<file path="config.mk">
export PLATFORM = sky130hd
export DESIGN_NAME = instruction_fetch_unit
export DESIGN_NICKNAME = d
export VERILOG_FILES = /design/src/rtl/instruction_fetch_unit.sv
export SDC_FILE = /design/constraint.sdc
export NUM_CORES = 1
export LEC_CHECK = 0
export BUFFER_PORTS_ARGS = -buffer_cell sky130_fd_sc_hd__buf_2
export CAP_MARGIN = 20
export CORE_MARGIN = 10
export CORE_UTILIZATION = 40
export CTS_CLUSTER_SIZE = 8
export DETAILED_ROUTE_END_ITERATION = 6
export HOLD_SLACK_MARGIN = 0.06
export PLACE_DENSITY = 0.67
export SYNTH_ARGS = -nofsm -noshare
export SYNTH_HDL_FRONTEND = slang
export SYNTH_SLANG_ARGS = --single-unit
</file>
<file path="constraint.sdc">
create_clock -name clk -period 7.5 [get_ports clk]
set_input_delay 0.75 -clock clk [delete_from_list [all_inputs] [get_ports clk]]
set_output_delay 0.75 -clock clk [all_outputs]
set_load 0.01 [all_outputs]
</file>
<file path="src/rtl/instruction_fetch_unit.sv">
// Fetch stage: holds the PC, runs a level req/ack read against instruction
// memory, presents the captured instruction to control and emits a one-cycle
// commit strobe, then registers the next PC from control's jump/branch flags.
// Optional: define FETCH_TIMEOUT_EN to add a FETCH watchdog with a sticky
// fault and a HALT state.
module instruction_fetch_unit #(
    parameter logic [31:0] RESET_PC       = 32'h0040_0000,
    parameter int          TIMEOUT_CYCLES = 16
) (
    input  logic        clk,
    input  logic        reset,
    input  logic        enable_i,
    output logic        imem_req_o,
    output logic [31:0] imem_addr_o,
    input  logic        imem_ack_i,
    input  logic [31:0] imem_rdata_i,
    output logic [31:0] instr_o,
    output logic [5:0]  opcode_o,
    output logic [5:0]  funct_o,
    output logic        instr_valid_o,
    output logic [31:0] pc_o,
    output logic [31:0] pc_plus4_o,
    input  logic        j_i,
    input  logic        jal_i,
    input  logic        jr_i,
    input  logic        branch_eq_i,
    input  logic        branch_ne_i,
    input  logic        zero_i,
    input  logic [31:0] rs_data_i,
    output logic        fault_o
);

    localparam logic [1:0] S_IDLE  = 2'd0;
    localparam logic [1:0] S_FETCH = 2'd1;
    localparam logic [1:0] S_EXEC  = 2'd2;
`ifdef FETCH_TIMEOUT_EN
    localparam logic [1:0] S_HALT  = 2'd3;
    localparam logic [9:0] TO_LAST = 10'(TIMEOUT_CYCLES - 1);
`endif

    logic [1:0]  state;
    logic [31:0] pc;
    logic [31:0] instr;
    logic [31:0] pc_plus4;
    logic [31:0] next_pc;
    logic [31:0] br_off;
    logic        br_taken;
    logic        timeout_hit;

    assign pc_plus4      = pc + 32'd4;
    assign imem_req_o    = (state == S_FETCH);
    assign imem_addr_o   = imem_req_o ? pc : 32'd0;
    assign instr_valid_o = (state == S_EXEC);
    assign instr_o       = instr;
    assign opcode_o      = instr[31:26];
    assign funct_o       = instr[5:0];
    assign pc_o          = pc;
    assign pc_plus4_o    = pc_plus4;

    assign br_off   = {{14{instr[15]}}, instr[15:0], 2'b00};
    assign br_taken = (branch_eq_i & zero_i) | (branch_ne_i & ~zero_i);

    // Next-PC select: jr beats jumps beats taken branches beats fall-through
    always_comb begin
        next_pc = pc_plus4;
        if (jr_i)
            next_pc = rs_data_i & 32'hFFFF_FFFC;
        else if (j_i | jal_i)
            next_pc = {pc_plus4[31:28], instr[25:0], 2'b00};
        else if (br_taken)
            next_pc = pc_plus4 + br_off;
    end

`ifdef FETCH_TIMEOUT_EN
    logic [9:0] to_cnt;
    logic       fault_q;

    assign timeout_hit = (state == S_FETCH) && !imem_ack_i && (to_cnt == TO_LAST);
    assign fault_o     = fault_q;

    // Watchdog: counts unacknowledged FETCH cycles, zero outside FETCH
    always_ff @(posedge clk or posedge reset) begin
        if (reset) begin
            to_cnt  <= 10'd0;
            fault_q <= 1'b0;
        end else if (state != S_FETCH || imem_ack_i) begin
            to_cnt  <= 10'd0;
        end else if (timeout_hit) begin
            fault_q <= 1'b1;
        end else begin
            to_cnt  <= to_cnt + 10'd1;
        end
    end
`else
    assign timeout_hit = 1'b0;
    assign fault_o     = 1'b0;
`endif

    // Fetch/commit sequencer; PC only moves at the closing edge of EXEC
    always_ff @(posedge clk or posedge reset) begin
        if (reset) begin
            state <= S_IDLE;
            pc    <= RESET_PC;
            instr <= 32'd0;
        end else begin
            case (state)
                S_IDLE: begin
                    if (enable_i) state <= S_FETCH;
                end
                S_FETCH: begin
                    if (imem_ack_i) begin
                        instr <= imem_rdata_i;
                        state <= S_EXEC;
                    end
`ifdef FETCH_TIMEOUT_EN
                    else if (timeout_hit) begin
                        state <= S_HALT;
                    end
`endif
                end
                S_EXEC: begin
                    pc    <= next_pc;
                    state <= enable_i ? S_FETCH : S_IDLE;
                end
`ifdef FETCH_TIMEOUT_EN
                S_HALT: state <= S_HALT;
`endif
                default: state <= S_IDLE;
            endcase
        end
    end

endmodule

</file>
Word-level counts from Yosys, hierarchy flattened
Index checks and enable logic that the tools add are counted.
{ "word_totals": {"reg_bits": 66, "input_bits": 74, "output_inout_bits": 143, "wordCells": 25} }
{ "classes": {"addsub": 2, "eq_ne": 4, "mux": 8, "bitwise": 5, "reduce_logical": 3} }
{ "op_table": {"columns": ["cell", "count"], "rows": [
  ["32-bit two-way mux", 4],
  ["32-bit by 3-bit adder with 32-bit output (second input constant)", 1],
  ["32-bit adder", 1],
  ["2-bit one-hot mux with 3 select lines", 1],
  ["2-bit two-way mux", 2],
  ["2-bit AND reduction", 2],
  ["1-bit bitwise AND", 2],
  ["2-bit by 1-bit == test with 1-bit output (second input constant)", 1],
  ["2-bit == test (second input constant)", 1],
  ["2-bit logical NOT", 1],
  ["2-bit by 1-bit != test with 1-bit output (second input constant)", 1],
  ["2-bit != test (second input constant)", 1],
  ["1-bit bitwise OR", 2],
  ["1-bit two-way mux", 1],
  ["1-bit inverter", 1]
]} }

Longest topological paths before layout
{ "depth": {"word_depth": 6, "mapped_depth": 18, "ltp_nobuf": 18} }

Least setup slack after synthesis
No wires, ideal clock.
{ "synth_path": {"path_kind": "reg2reg", "from": "reg pc[7] (netlist: pc_o[7])", "to": "reg pc[31] (netlist: pc_o[31])", "setup_ps": 142, "arrival_time_ps": 3660, "t_required_ps": 7358, "path_slack_ps": 3698, "path_stages_with_launch": 18, "n_path_buf": 1, "synth_period_minus_slack_ps": 3802, "path_cell_list": "dfrtp_1 > and4_1 > and3_1 > and2_1 > buf_4 > nand4_1 > xnor2_1 > ha_1 > a21oi_1 > nand2_1 > or4_1 > o211ai_1 > a31oi_2 > o22ai_2 > mux2i_1 > xnor2_1 > a21oi_1 > a2bb2oi_1"} }
{ "synth_between": {"elab_chain_len": 5} }
{ "synth_lines": {"columns": ["element", "line", "text"], "rows": [
  ["start: declaration", "42", "logic [31:0] pc;"],
  ["start signal: assignment", "122", "pc <= next_pc;"],
  ["32-bit by 3-bit adder with 32-bit output", "50", "assign pc_plus4 = pc + 32'd4;"],
  ["net pc_plus4_o[19]", "22", "output logic [31:0] pc_plus4_o,"],
  ["32-bit adder", "71", "next_pc = pc_plus4 + br_off;"],
  ["32-bit two-way mux", "70", "else if (br_taken)"],
  ["32-bit two-way mux", "68", "else if (j_i | jal_i)"],
  ["32-bit two-way mux", "66", "if (jr_i)"]
]} }
The timed path passes the listed nets, and every way through them passes these cells.
A chain may end at the register's enable or synchronous reset.

Worst setup path in the final report
{ "layout_path": {"from": "reg pc[3] (netlist: pc_o[3])", "to": "reg pc[31] (netlist: pc_o[31])"} }
{ "layout_between": {"elab_chain_len": 5} }
{ "layout_lines": {"columns": ["element", "line"], "rows": [
  ["32-bit by 3-bit adder with 32-bit output (*)", "50"],
  ["32-bit adder", "71"],
  ["32-bit two-way mux", "70"],
  ["32-bit two-way mux (*)", "68"],
  ["32-bit two-way mux (*)", "66"]
]} }
Every way passes the cells marked *; elsewhere a longest branch is shown, timed or not.

==> out/qor.csv <==
metric,value,unit
fin_util,50.64,%
status,"complete, no violations",
period_share,61.12,%
cp_slowest_cell,dfrtp_1,
synthArstFlopShare,100.0,%
netlist.area_leader.share,27.92,%
synth_edf_count,0,
yosys.area_share.simple,20.50,%
initial_core_util,40.68,%
antenna_found_initial,2,
synth_compound_area_share,20.81,%
cts.clk_slew.worst_paths,0.06,ns
clock-sinks,64,
fmax,218.2,MHz
critical_path_class,flop to flop,
yosysTopAreaCell,dfrtp_1,
syn_inst,681,
yosysMostFrequentCell,nand2_1,
ys_top_cells_by_count,"77 x nand2_1, 63 x dfrtp_1, 58 x a21oi_1",
drv_cap,0,
n_antenna_cell,0,
dp_hpwl,15280,um
end_kind,flop,
drive_gt1_share,32.75,%
reg2reg_setup_slack,2.92,ns
cts_made_buffers,9,
syn_avg_cell_area,8.292,um2
finClkSkew,0.008927,ns
timing.rr.end,pc_o[31]$_DFFE_PP0P_,
synth.cell_area,5647,um2
cts.path.max_buffers,2,
ys_ff_latch,64,
crit_family,simple AND/OR/NAND/NOR gates,
worst_r2r_path_depth,18,
grt_use_total,20.03,%
rsz0062_at_grt,no,
portBuffers,207,
min_path_type,flop to flop,
met2_usage,33.10,%
syn_to_final_growth,24.48,%
cp-startpoint,pc_o[3]$_DFFE_PP0P_,
pwr_density_cell,490.0,nW/um2
synth_ff_type,dfrtp_1,
ctsHtreeMaxLevel,3,
met3_usage,6.336,%
finalHoldViolations,0,
routed_wl,20230,um
tightest_slew,0.9123,ns
synth_top_family_by_area,compound AO/OA/AOI/OAI gates,
setup_violations,0,
critPathArrivalTime,4.79,ns
die_w,138.8,um
slew_viol_final,0,
synth_xor_area_share,8.221,%
grt_pass1_wl,31710,um
drc,0,
cts-hold-fix-buffers,0,
tritoncts,built,
grt_max_degree,65,
synth_cell_types,65,
dr.pass1.iters,6,
core.rowCount,43,
antenna_left,0,
post_cts_buffers,0,
static-leakage-power,3.375,nW
grt_pass1_vias,5644,
gp_congestion,0.9105,
fin_crit,4.584,ns
grt_util_met1,24.62,%
synth_area_leaders,"dfrtp_1 28%, ha_1 8.0%, mux2_2 6.6%",
muxShareOfSynthArea,7.645,%
core,13880,um2
crit_end,pc_o[31]$_DFFE_PP0P_,
path_cells,"ha_1, nand3_1, nor2_1, and2_1, nand3_1, nor2_1, xor2_1, ha_1, a21o_1, a21oi_1, nand2b_1, a311oi_1, a31oi_2, o22ai_2, mux2i_1, xnor2_1, a21oi_1, a2bb2oi_1",
crit_cells,18,
ir_drop,0.2371,mV
dieHeight,138.8,um
synthAdderAreaFrac,8.331,%
r2r-start,pc_o[3]$_DFFE_PP0P_,
nNetsFinal,967,
num_vias,5687,
cts_resized,0,
max-slew-margin-rel,39.18,%
busiest_layer,met2,
ys_warn_count,0,
max_stage_delay,0.43,ns
crit_buf_inv,0,
worstPathRequired,7.71,ns
worst-path-max-fanout,6,
dieArea,19270,um2
finalSetupTns,0,ns
via_per_inst,5.463,
synth-seq-area-share,28.38,%
pin_count,217,
clk_latency,0.35,ns
grt.overflow.total,0,
first_iter_violations,363,
clock-root-buffer,clkbuf_16,
start_kind,flop,
wl_per_cell,19.43,um
-- power by group --
| group | total, mW | internal [mW] | switching (mW) | leakage [nW] |
|---|---|---|---|---|
| Combinational | 2.25 | 0.966 | 1.28 | 2.46 |
| Sequential | 0.723 | 0.492 | 0.231 | 0.755 |
| Clock | 0.473 | 0.301 | 0.172 | 0.155 |
| Total | 3.44 | 1.76 | 1.69 | 3.38 |
-- kinds of logic (layout without fill, tap and decap cells) --
family          count (synthesis)  after routing
xor+xnor                       53             53
fa+ha+maj                      37             37
compound gates                184            184
simple gates                  234            234
mux                            39             39
other cells                     1              7
buf+inv                        69            243
flops                          64             64
-- flip-flops by register name, summed over array words and instances (netlist names) --
| signal | count |
|---|---|
| instr_o | 32 |
| pc_o | 30 |
| state | 2 |
-- worst min path at each step --
| stage | start | endpoint | slack [ns] | cells after the start |
|---|---|---|---|---|
| after floorplan | state[0]$_DFFE_PP0P_ | state[0]$_DFFE_PP0P_ | 0.45 | 1 |
| after global placement | state[0]$_DFFE_PP0P_ | state[0]$_DFFE_PP0P_ | 0.47 | 1 |
| after detailed placement | state[0]$_DFFE_PP0P_ | state[0]$_DFFE_PP0P_ | 0.47 | 1 |
| after CTS | state[0]$_DFFE_PP0P_ | state[0]$_DFFE_PP0P_ | 0.49 | 1 |
| after global routing | state[0]$_DFFE_PP0P_ | state[0]$_DFFE_PP0P_ | 0.51 | 1 |
| final | state[0]$_DFFE_PP0P_ | state[0]$_DFFE_PP0P_ | 0.48 | 1 |
-- worst register-to-register path: cells and delay by family, from the launching register on --
| family | cells | cell delay [ns] |
|---|---|---|
| AND/OR/NAND/NOR | 6 | 1.38 |
| AO/OA/AOI/OAI | 7 | 1.28 |
| adder cells (fa/ha/maj) | 2 | 0.59 |
| XOR/XNOR | 2 | 0.48 |
| flip-flops | 1 | 0.43 |
| multiplexers | 1 | 0.29 |
-- layer usage --
| metal | part of all wire, % | vias to the layer above | wire length (um) |
|---|---|---|---|
| met5 | 0.10 | - | 21 |
| met4 | 1.4 | 4 | 277 |
| met3 | 7.9 | 18 | 1596 |
| met2 | 48 | 201 | 9691 |
| met1 | 43 | 2695 | 8643 |
| li1 | - | 2769 | - |
-- stage by stage --
stage	setup WS (ns)	power, mW	hold slack [ns]	std cells	cell area, um2
after floorplan	3.698	2.288	0.4478	687	5669
after global placement	3.080	2.950	0.4736	1025	6698
after detailed placement	3.035	2.960	0.4746	1025	6698
after CTS	3.006	3.449	0.4950	1041	7029
after global routing	2.704	3.751	0.5123	1041	7029
final	2.916	3.445	0.4836	1041	7029
-- cell type report --
class,instances,area [um2]
fill,1409,6852
clock inverter,6,92.59
clock buffer,10,239.0
sequential,64,1603
timing repair buffer,213,1081
tap,180,225.2
multi-input combinational,554,3736
inverter,14,52.55
-- layout by cell type, fill, tap and decap left out, types with 3 or more instances in the layout --
cell,n
buf_2,207
nand2_1,76
dfrtp_1,63
a21oi_1,58
nor2_1,45
o21ai_0,41
ha_1,36
xnor2_1,34
mux2_2,33
nand3_1,29
and2_1,29
xor2_1,19
inv_1,12
nand4_1,12
a21o_1,11
a311oi_1,11
o211ai_1,9
a31oi_1,9
clkbuf_16,9
nand2b_1,7
o21a_1,7
and3_1,7
conb_1,7
buf_4,6
o21bai_1,5
or3_1,5
a211oi_1,5
nor2b_1,5
mux2i_1,5
o22ai_1,5
nor3_1,3
and4_1,3
(Power assumes the default switching activity.)
